File: src/rtl/memaccess_ctrl.sv
// memaccess_ctrl: sequences LC3 memory ops (direct, indirect, wait states) ahead of MemAccess
module memaccess_ctrl #(
   parameter int WAIT_CYCLES = 0
) (
   input  logic        clock,
   input  logic        reset,
   input  logic        start,
   input  logic [15:0] IR_Exec,
   input  logic [15:0] Data_dout,
   output logic [1:0]  mem_state,
   output logic        M_Control,
   output logic [15:0] ind_addr,
   output logic        busy,
   output logic        done,
   output logic        start_err
);
   localparam int CW = $clog2(WAIT_CYCLES + 2);
   localparam logic [CW-1:0] CMAX = CW'(WAIT_CYCLES);
   typedef enum logic [2:0] {IDLE, RD_IND, RD, WR, DONE} state_t;
   state_t state_q, state_d;
   logic [CW-1:0] cnt_q, cnt_d;
   logic [1:0] ms_q, ms_d;
   logic mc_q, mc_d, busy_q, busy_d, done_q, done_d, err_q, err_d, st_q, st_d;
   logic [15:0] ind_q, ind_d;
   logic [3:0] opc;
   logic last;
   logic unused_ir;
   assign opc = IR_Exec[15:12];
   assign last = cnt_q == '0;
   assign unused_ir = ^IR_Exec[11:0];
   // next-state: opcode decode in IDLE, phase countdown, indirect pointer capture
   always_comb begin
      state_d = state_q;
      cnt_d = cnt_q;
      ind_d = ind_q;
      mc_d = mc_q;
      st_d = st_q;
      err_d = err_q | (start && state_q != IDLE);
      case (state_q)
         IDLE: if (start) begin
            cnt_d = CMAX;
            mc_d = 1'b0;
            st_d = opc[0];
            case (opc)
               4'b0010, 4'b0110: state_d = RD;
               4'b0011, 4'b0111: state_d = WR;
               4'b1010, 4'b1011: state_d = RD_IND;
               default: ;
            endcase
         end
         RD_IND: if (last) begin
            ind_d = Data_dout;
            cnt_d = CMAX;
            mc_d = 1'b1;
            state_d = st_q ? WR : RD;
         end else cnt_d = cnt_q - 1'b1;
         RD, WR: if (last) begin
            state_d = DONE;
            mc_d = 1'b0;
         end else cnt_d = cnt_q - 1'b1;
         default: state_d = IDLE;
      endcase
      ms_d = state_d == RD_IND ? 2'd1 : state_d == RD ? 2'd0 : state_d == WR ? 2'd2 : 2'd3;
      busy_d = state_d inside {RD_IND, RD, WR};
      done_d = state_d == DONE;
   end
   // all state and outputs registered; async reset aborts any access in flight
   always_ff @(posedge clock or posedge reset) begin
      if (reset) begin
         state_q <= IDLE;
         cnt_q <= '0;
         ms_q <= 2'd3;
         mc_q <= 1'b0;
         busy_q <= 1'b0;
         done_q <= 1'b0;
         err_q <= 1'b0;
         st_q <= 1'b0;
         ind_q <= '0;
      end else begin
         state_q <= state_d;
         cnt_q <= cnt_d;
         ms_q <= ms_d;
         mc_q <= mc_d;
         busy_q <= busy_d;
         done_q <= done_d;
         err_q <= err_d;
         st_q <= st_d;
         ind_q <= ind_d;
      end
   end
   assign mem_state = ms_q;
   assign M_Control = mc_q;
   assign ind_addr = ind_q;
   assign busy = busy_q;
   assign done = done_q;
   assign start_err = err_q;
endmodule
File: config.mk
export PLATFORM = sky130hd
export DESIGN_NAME = memaccess_ctrl
export DESIGN_NICKNAME = d
export VERILOG_FILES = /design/src/rtl/memaccess_ctrl.sv
export SDC_FILE = /design/constraint.sdc
export NUM_CORES = 1
export LEC_CHECK = 0
export ABC_CLOCK_PERIOD_IN_PS = 2100
export CAP_MARGIN = 20
export CORE_UTILIZATION = 58
export CTS_CLUSTER_DIAMETER = 120
export CTS_CLUSTER_SIZE = 30
export DETAILED_ROUTE_END_ITERATION = 10
export DONT_BUFFER_PORTS = 1
export GPL_TIMING_DRIVEN = 0
export PLACE_DENSITY = 0.81
export SETUP_SLACK_MARGIN = 0.05
export SLEW_MARGIN = 20
export SYNTH_ARGS = -nofsm -noshare
export SYNTH_HDL_FRONTEND = slang
export SYNTH_SLANG_ARGS = --single-unit
File: constraint.sdc
create_clock -name clock -period 2.1 [get_ports clock]
set_input_delay 0.42 -clock clock [delete_from_list [all_inputs] [get_ports clock]]
set_output_delay 0.42 -clock clock [all_outputs]
set_load 0.01 [all_outputs]
Yosys cells after proc, flatten, opt, wreduce, memory -nomap -nowiden
Index checks and enable logic that the tools add are counted.

Add/subtract/negate cells: 1. Muxes and demuxes: 15. Reductions and logical operators: 15. Bitwise gates (word level): 2. Equal/unequal tests: 16.

Operator list (count): 3-bit case mux with 3 select lines (2); 3-bit by 2-bit == test with 1-bit output, second input constant (4); 3-bit two-way mux (3); 3-bit nonzero test (3); 4-bit by 2-bit == test with 1-bit output, second input constant (2); 4-bit by 3-bit == test with 1-bit output, second input constant (2); 4-bit == test, second input constant (2); 2-bit OR reduction (4); 3-bit by 1-bit == test with 1-bit output, second input constant (2); 1-bit two-way mux (6); 2-bit inequality test, second input constant (3); 2-bit AND reduction (3); 2-bit two-way mux (2); 4-bit AND reduction (1); 3-bit == test, second input constant (1); 3-bit zero test (1); 1-bit case mux with 3 select lines (1); 3-bit OR reduction (1); 1-bit case mux with 2 select lines (1); 2-bit nonzero test (1); 1-bit logical AND (1); 1-bit NOT (1); 1-bit bitwise OR (1); 1-bit subtractor, second input constant (1).

Word-level logic and storage cells: 58. Register bits: 27. Input port bits: 35. Output and inout port bits: 22.

Depth between registers and ports, before layout
Gate-level depths: netlist (run 1).

Word-level depth: 9. Gate-level depth with buffers: 5.

Worst setup path before layout (run 1)
OpenSTA, ideal clock, no wires.

Path kind: reg-to-reg. From: reg state_q[2]. To: reg ind_q[10] (netlist: ind_addr[10]). Stages on the path, launching flop included: 6. Data required time: 1.975 ns. Library setup time: 0.125 ns. Buffers on the path: 2. Period minus slack after synthesis: 1.436 ns. Arrival time: 1.311 ns. Path slack: 0.664 ns. Cell sequence: dfrtp_1 -> nor2_2 -> and2_4 -> buf_6 -> buf_8 -> mux2_4.

Cells in the longest elaborated chain, start to end: 2.

RTL lines: from (decl) (RTL line 20) `state_t state_q, state_d;`; from (signal assigned) (RTL line 80) `state_q <= state_d;`; 3-bit by 1-bit == test with 1-bit output (RTL line 39) `case (state_q)`; 2-bit AND reduction (no line); to (signal assigned) (RTL line 88) `ind_q <= ind_d;`; to (decl) (RTL line 24) `logic [15:0] ind_q, ind_d;`.

No other way between the ends. A chain may end at the register's enable or synchronous reset.

Final worst setup path (run 1)
From: reg state_q[2]. To: reg ind_q[4] (netlist: ind_addr[4]).

Same word-level chain as after synthesis.

==> flow_metrics.py, run 1 <==
metrics = {
    "run_status": {
        "status": "completed",
    },
    "timing": {
        "hold_viol_final": 0,
        "tightest_slew_ps": 932,
        "finalCriticalPeriod_ps": 1580,
        "finalClockSkew_ps": 3.78,
        "setup_tns_ps": 0,
        "drv_slew": 0,
        "layout_setup_ws_ps": 516,
        "rsz0062_at_grt": "no",
        "slew_headroom": 0.378,
        "holdWs_ps": 197,
        "finalCritPeriodShare": 0.754,
        "fmax_ghz": 0.631,
        "setup_viol": 0,
    },
    "floorplanning": {
        "start_util": 0.615,
        "rows": 15,
        "die_x_um": 44.8,
        "die_area_mm2": 0.00201,
        "die_h_um": 44.8,
        "core_area_mm2": 0.00173,
        "ios": 57,
    },
    "clock_tree": {
        "postCtsSetupRepairBufs": 0,
        "holdBufCountCts": 0,
        "clk_pin_slew_ps": 120,
        "tritoncts": "yes",
        "cts_inserted_buffers": 3,
        "root_buffer": "clkbuf_4",
        "clkLatencyLatePin_ps": 300,
        "post_cts_resized": 0,
        "cts_sinks": 26,
        "h-tree-depth": 1,
        "cts_max_path_buffers": 2,
    },
    "setup_path": {
        "crit_required_ps": 2300,
        "cp_slowest_cell": "dfrtp_1",
        "slowest_delay_ps": 450,
        "path_max_fanout": 10,
        "setup.worst_path.class": "register to register",
        "end_kind": "register",
        "start_kind": "register",
        "reg2reg_slack_ps": 520,
        "r2r-start": "state_q[2]",
        "cp-startpoint": "state_q[2]",
        "path_buf_inv": 2,
        "worstPathCellList": "nor2_2, and2_4, buf_6, buf_8, mux2_4",
        "worstPathArrival_ps": 1780,
        "crit_family": "flip-flops",
    },
    "placement": {
        "dpl_cell_area_mm2": 0.00109,
        "dp_hpwl_um": 1220,
        "dp_cells": 96,
        "post-place-ws_ps": 532,
        "gp_congestion": 0.672,
        "io_buffer_count": 0,
    },
    "global_route": {
        "grt_max_degree": 27,
        "grt_usage": 0.177,
        "first_global_vias": 557,
        "antenna_found_initial": 0,
        "grt_pass1_wl_um": 2450,
        "overflow": 0,
    },
    "synth": {
        "yosys_warnings": 0,
        "syn-num-nets": 106,
        "synthCells": 71,
        "synthArstFlopShare": 1.00,
        "netlist.area_leader.share": 0.565,
        "synth_area_leaders": "dfrtp_1 57%, mux2_4 13%, mux2_2 8.5%, dfstp_2 4.9%, nor2b_1 2.4%",
        "ys_types": 22,
        "yosys.cell_count.top_type": "dfrtp_1",
        "synth_flop_cell": "dfrtp_1",
        "ys_seq_area_frac": 0.615,
        "synth_seq_cells": 26,
        "synth_edf_count": 0,
        "syn_area_mm2": 0.00106,
        "synthTopCellsByCount": "24 x dfrtp_1, 9 x mux2_4, 8 x mux2_2",
        "avgSynthCellArea_um2": 15.0,
        "yosys.area.top_type": "dfrtp_1",
    },
    "drt": {
        "routedWlPerCell_um": 16.7,
        "vias_per_cell": 5.56,
        "ant_nets": 0,
        "drt_first_pass_iters": 3,
        "drt_wl_total_um": 1670,
        "via_count": 556,
        "drt_iter0_drc": 7,
        "drc": 0,
    },
    "power": {
        "p_leak_uw": 0.000502,
        "ir_drop_uv": 773,
        "power.density_mw_per_mm2": 1460,
    },
    "cells_and_area": {
        "fill_cells": 141,
        "fin_area_mm2": 0.00113,
        "diodes": 0,
        "layout.cells.non_filler": 100,
        "layout-drive-gt1-share": 0.373,
        "syn_to_final_growth_pct": 6.36,
        "area.sequential_um2": 653,
        "multi_input_area_um2": 374,
        "nNetsFinal": 111,
    },
    "job": {
        "cap_viol_max_count": 0,
    },
    "min_path": {
        "hp-class": "input pin to asynchronous set/reset pin",
    },
}
-- routing by layer --
layer	share of wire	global-route usage
met1	0.44	0.211
met2	0.49	0.297
met3	0.065	0.0440
met4	0.013	0.0909
met5	0	0
-- flip-flops by register name (all words and copies together), names as in the netlist --
register and cells:
ind_addr 16, state_q 3, mem_state 2, M_Control 1, busy 1, done 1, st_q 1, start_err 1
-- logic make-up (layout without fill, tap and decap cells) --
group,count (synthesis),after routing,share of synthesized area
flip-flops,26,26,0.615
AND/OR/NAND/NOR,14,14,0.0742
multiplexers,17,17,0.212
buffers and inverters,4,8,0.0330
AO/OA/AOI/OAI,10,10,0.0660
-- area by class of cell --
class / instances / area share
Multi-Input combinational cell: 41 / 0.331
Inverter: 1 / 0.00332
Tap cell: 25 / 0.0277
Sequential cell: 26 / 0.578
Clock buffer: 4 / 0.0321
Buffer: 3 / 0.0277
-- final timing paths --
| path | to | depth (start not counted) |
|---|---|---|
| setup / recovery | ind_addr[4] | 5 |
| hold / removal | ind_addr[9] | 1 |
| setup reg to reg | ind_addr[4] | 5 |
| hold reg to reg | done | 1 |
| max in group asynchronous | ind_addr[6] | 1 |
| min in group clock | start_err | 2 |
-- worst reg2reg max path: stages (launching register included) --
cell	delay, ps
dfrtp_1	450
nor2_2	250
and2_4	190
buf_6	130
buf_8	160
mux2_4	310
-- metrics by stage --
| stage | total power, µW | util |
|---|---|---|
| 2_1_floorplan | 1330 | - |
| 3_3_place_gp | 1400 | 0.633 |
| 3_5_place_dp | 1430 | 0.633 |
| 4_1_cts | 1670 | 0.654 |
| 5_1_grt | 1750 | 0.654 |
| 6_report | 1650 | 0.654 |
-- cells in the final DEF, fill, tap and decap left out, drive strengths merged --
cell,instances
dfrtp,24
mux2,17
nor2b,4
nor2,4
clkbuf,4
o21ai,3
buf,3
nand2b,2
nand2,2
o21a,2
dfstp,2
nand3b,1
and2,1
a2111o,1
a21boi,1
a2111oi,1
a21oi,1
o31ai,1
inv,1
-- power breakdown --
part           switching, µW  internal [µW]
registers                241            727
logic                    157            291
clock network            131            106
total                    528           1120
(Power assumes the default switching activity.)
==> run 2: changes to the inputs <==
Settings changed: ABC_CLOCK_PERIOD_IN_PS 2100 to 1300, CORE_UTILIZATION 58 to 53, PLACE_DENSITY 0.81 to 0.78.
Clock period 2.1 ns to 1.3 ns, I/O delays scaled along.
==> flow_metrics.py, run 2 (same netlist as run 1, synthesis figures left out) <==
metrics = {
    "drt": {
        "via_count": 611,
        "routedWlPerCell_um": 18.2,
        "vias_per_cell": 5.50,
        "drt_iter0_drc": 3,
        "drt_first_pass_iters": 2,
        "drc": 0,
        "drt_wl_total_um": 2020,
        "ant_nets": 0,
    },
    "clock_tree": {
        "cts_sinks": 26,
        "root_buffer": "clkbuf_4",
        "cts_inserted_buffers": 3,
        "clk_pin_slew_ps": 130,
        "clkLatencyLatePin_ps": 310,
        "tritoncts": "yes",
        "cts_max_path_buffers": 2,
        "h-tree-depth": 1,
    },
    "timing": {
        "setup_tns_ps": -626,
        "drv_slew": 0,
        "tightest_slew_ps": 422,
        "hold_viol_final": 0,
        "finalCritPeriodShare": 1.04,
        "setup_viol": 16,
        "fmax_ghz": 0.737,
        "rsz0062_at_grt": "yes",
        "finalCriticalPeriod_ps": 1360,
        "finalClockSkew_ps": 7.45,
        "layout_setup_ws_ps": -57.2,
        "slew_headroom": 0.719,
    },
    "floorplanning": {
        "die_area_mm2": 0.00219,
        "die_x_um": 46.8,
        "rows": 15,
        "start_util": 0.590,
        "core_area_mm2": 0.00180,
        "die_h_um": 46.8,
        "ios": 57,
    },
    "setup_path": {
        "cp_slowest_cell": "dfrtp_1",
        "worstPathArrival_ps": 1570,
        "end_kind": "register",
        "reg2reg_slack_ps": -60,
        "path_buf_inv": 2,
        "setup.worst_path.class": "register to register",
        "crit_family": "flip-flops",
        "worstPathCellList": "nor2_4, and2_4, buf_8, clkbuf_16, mux2_4",
        "crit_required_ps": 1510,
        "slowest_delay_ps": 430,
        "path_max_fanout": 5,
        "start_kind": "register",
    },
    "placement": {
        "io_buffer_count": 0,
        "dp_cells": 96,
        "dp_hpwl_um": 1180,
        "gp_congestion": 0.641,
        "post-place-ws_ps": -207,
    },
    "cells_and_area": {
        "largest_register_ffs": 16,
        "multi_input_area_um2": 409,
        "final_cell_mix": "23 x dfrtp_1, 17 x mux2_4, 6 x buf_4",
        "layout.cells.non_filler": 111,
        "fill_cells": 135,
        "diodes": 0,
        "layout_commonest_cell": "dfrtp_1",
        "nNetsFinal": 122,
        "syn_to_final_growth_pct": 23.1,
        "area.sequential_um2": 654,
        "layout-drive-gt1-share": 0.453,
    },
    "global_route": {
        "overflow": 0,
        "antenna_found_initial": 0,
        "grt_usage": 0.161,
        "grt_max_degree": 27,
        "first_global_vias": 519,
        "grt_pass1_wl_um": 2330,
    },
    "run_status": {
        "violations": "setup timing",
        "status": "finished with violations",
    },
    "power": {
        "ir_drop_uv": 1220,
        "p_leak_uw": 0.000601,
        "power.density_mw_per_mm2": 2310,
    },
    "min_path": {
        "hp-class": "input pin to register",
    },
    "job": {
        "cap_viol_max_count": 0,
    },
}
-- run 2: worst paths after layout --
path | startpoint | endpoint | depth (start not counted)
max | state_q[1] | ind_addr[11] | 5
min | start | start_err | 2
max reg2reg | state_q[1] | ind_addr[11] | 5
min reg2reg | start_err | start_err | 1
max in group asynchronous | reset | mem_state[0] | 3
min in group asynchronous | reset | ind_addr[14] | 2
-- run 2: metal layers --
layer | up-vias | share of wire | global-route usage | wire length [µm]
li1 | 275 | - | - | -
met1 | 304 | 0.41 | 0.201 | 828
met2 | 28 | 0.50 | 0.253 | 1010
met3 | 4 | 0.068 | 0.0385 | 137
met4 | 0 | 0.019 | 0.103 | 38
met5 | - | 0 | 0 | 0
-- run 2: final cells by class --
| class | instances | share of cell area |
|---|---|---|
| clock buffers | 4 | 0.0278 |
| flip-flops and latches | 26 | 0.500 |
| well taps | 25 | 0.0239 |
| plain buffers | 3 | 0.0354 |
| repair buffers | 11 | 0.0967 |
| multi-input cells | 41 | 0.313 |
| inverters | 1 | 0.00287 |
-- run 2: worst reg2reg max path, cell delays in order, from the launching register on --
cell	delay, ps
dfrtp_1	430
nor2_4	120
and2_4	150
buf_8	120
clkbuf_16	150
mux2_4	290
-- run 2: repair_timing --
action	CTS	global route
pin swaps	1	4
setup endpoints to repair	17	18
resized for setup	9	6
buffers inserted	6	3
endpoints found under the hold margin	0	9
gates cloned	0	1
hold buffers	0	1
-- run 2: stage by stage --
stage / hold slack (ps) / utilization / power [µW] / instance area (µm²)
finish: 72.1 / 0.726 / 3020 / 1310
CTS: 55.6 / 0.679 / 2910 / 1220
detailed placement: 409 / 0.610 / 2310 / 1100
floorplan: 299 / - / 2160 / 1070
global route: 58.2 / 0.726 / 3180 / 1310
global placement: 400 / 0.610 / 2270 / 1100
-- run 2: report_power, final --
group | total [µW] | internal, µW | switching [µW]
sequential | 1560 | 1180 | 389
combinational | 1070 | 739 | 329
clock | 391 | 171 | 221
total | 3020 | 2090 | 938
==> run 3: changes to the inputs <==
Settings changed: ABC_AREA set to 1, SKIP_CTS_REPAIR_TIMING set to 1.
==> flow_metrics.py, run 3 <==
metrics = {
    "setup_path": {
        "start_kind": "register",
        "end_kind": "register",
        "path_max_fanout": 10,
        "crit_required_ps": 1510,
        "cp_slowest_cell": "dfrtp_1",
        "r2r_cells": 7,
        "worstPathCellList": "inv_2, nand2_4, nor2_8, inv_4, buf_6, nand2_1, nand2_1",
        "cp_common_cell": "nand2_1",
        "reg2reg_slack_ps": 120,
        "setup.worst_path.class": "register to register",
        "path_buf_inv": 3,
        "slowest_delay_ps": 430,
        "worstPathArrival_ps": 1390,
        "crit_family": "flip-flops",
        "r2r-start": "state_q[2]",
        "timing.rr.end": "ind_addr[10]",
    },
    "synth": {
        "synth_area_leaders": "dfrtp_1 58%, nand2_1 21%, dfstp_2 5.1%, inv_1 2.5%, nor2_8 1.9%",
        "yosys.cell_count.top_type": "nand2_1",
        "avgSynthCellArea_um2": 9.20,
        "synth_flop_cell": "dfrtp_1",
        "synthTopCellsByCount": "59 x nand2_1, 24 x dfrtp_1, 7 x inv_1",
        "synth_seq_cells": 26,
        "netlist.area_leader.share": 0.578,
        "synth_edf_count": 0,
        "synthCells": 113,
        "ys_types": 19,
        "syn-num-nets": 148,
        "synthArstFlopShare": 1.00,
        "ys_seq_area_frac": 0.628,
        "yosys_warnings": 0,
        "yosys.area.top_type": "dfrtp_1",
        "syn_area_mm2": 0.00104,
    },
    "timing": {
        "hold_viol_final": 0,
        "drv_slew": 0,
        "finalCriticalPeriod_ps": 1180,
        "finalClockSkew_ps": 7.61,
        "slew_headroom": 0.679,
        "setup_viol": 0,
        "rsz0062_at_grt": "yes",
        "finalCritPeriodShare": 0.906,
        "setup_tns_ps": 0,
        "tightest_slew_ps": 481,
        "fmax_ghz": 0.849,
    },
    "floorplanning": {
        "rows": 15,
        "die_area_mm2": 0.00214,
        "die_x_um": 46.3,
        "start_util": 0.583,
        "ios": 57,
        "core_area_mm2": 0.00178,
        "die_h_um": 46.3,
    },
    "drt": {
        "via_count": 716,
        "drc": 0,
        "drt_first_pass_iters": 2,
        "drt_iter0_drc": 4,
        "drt_wl_total_um": 1820,
        "routedWlPerCell_um": 12.2,
        "ant_nets": 0,
        "vias_per_cell": 4.81,
    },
    "cells_and_area": {
        "layout-drive-gt1-share": 0.169,
        "fill_cells": 149,
        "layout_commonest_cell": "nand2_1",
        "nNetsFinal": 160,
        "multi_input_area_um2": 328,
        "diodes": 0,
        "utilization": 0.651,
        "syn_to_final_growth_pct": 11.6,
        "largest_register_ffs": 16,
        "final_cell_mix": "59 x nand2_1, 24 x dfrtp_1, 7 x inv_1",
        "area.sequential_um2": 653,
    },
    "global_route": {
        "overflow": 0,
        "grt_usage": 0.166,
        "first_global_vias": 558,
        "grt_pass1_wl_um": 2390,
        "antenna_found_initial": 0,
        "grt_max_degree": 27,
    },
    "placement": {
        "dp_hpwl_um": 1270,
        "gp_congestion": 0.619,
        "io_buffer_count": 0,
    },
    "power": {
        "power.density_mw_per_mm2": 2470,
        "p_leak_uw": 0.000640,
        "totalPowerFinal_uw": 2860,
        "ir_drop_uv": 1280,
    },
    "clock_tree": {
        "cts_inserted_buffers": 3,
        "cts_max_path_buffers": 2,
        "clkLatencyLatePin_ps": 310,
        "h-tree-depth": 1,
        "clk_pin_slew_ps": 130,
        "tritoncts": "yes",
        "cts_sinks": 26,
        "root_buffer": "clkbuf_4",
    },
    "min_path": {
        "hp-class": "input pin to register",
        "holdPathEnd": "ind_addr[9]",
        "hold_path_depth": 2,
        "hold_path_startpoint": "Data_dout[9]",
    },
    "run_status": {
        "status": "completed",
    },
    "job": {
        "cap_viol_max_count": 0,
    },
}
==> run 3: cell count changes after synthesis, moves of 3 or more <==
cell and change:
mux2_4 -9, nand2_1 +57, nand3_1 +3, nor2b_1 -4, mux2_2 -8, inv_1 +6
==> run 3: final cells by class <==
type / count / area share
flip-flops and latches: 26 / 0.563
multi-input cells: 75 / 0.283
repair buffers: 7 / 0.0539
inverters: 10 / 0.0345
well taps: 25 / 0.0270
clock buffers: 4 / 0.0227
plain buffers: 2 / 0.0162
==> run 3: worst max path at each step <==
stage | startpoint | endpoint | slack [ps] | depth (start not counted)
final | state_q[2] | ind_addr[10] | 120 | 7
after global routing | state_q[2] | ind_addr[10] | 40 | 7
after CTS | state_q[2] | ind_addr[10] | 90 | 7
after detailed placement | state_q[2] | ind_addr[8] | 130 | 7
after global placement | state_q[2] | ind_addr[10] | 160 | 7
after floorplan | state_q[2] | ind_addr[10] | 240 | 7
==> run 3: cell families after synthesis <==
family	after synthesis	share of synthesized area
compound gates	4	0.0216
buf+inv	12	0.0566
flops	26	0.628
simple gates	71	0.294
==> run 3: routing by layer <==
metal  up-vias  share of wire  wire length, µm  GRT usage
met5         -              0                0          0
met3         2          0.046               84     0.0431
li1        362              -                -          -
met4         0          0.012               21     0.0882
met2        27           0.50              902      0.279
met1       325           0.44              807      0.192
==> run 3: power breakdown <==
part	leakage (µW)	switching [µW]	internal, µW
Combinational	0.000308	570	373
Clock	0.0000150	222	120
Sequential	0.000317	375	1200
==> run 3: worst register-to-register path, delay by kind of cell, from the launching register on <==
family / cells / cell delay (ps)
flip-flops: 1 / 430
buffers and inverters: 3 / 310
AND/OR/NAND/NOR: 4 / 340
==> run 3: metrics by stage <==
| stage | hold slack [ps] | instances | setup WS (ps) | instance area [µm²] |
|---|---|---|---|---|
| after global placement | 380 | 138 | 161 | 1070 |
| after floorplan | 299 | 113 | 244 | 1040 |
| after global routing | 29.4 | 149 | 41.3 | 1160 |
| final | 51.3 | 149 | 123 | 1160 |
| after CTS | 45.6 | 142 | 93.6 | 1100 |
| after detailed placement | 382 | 138 | 129 | 1070 |
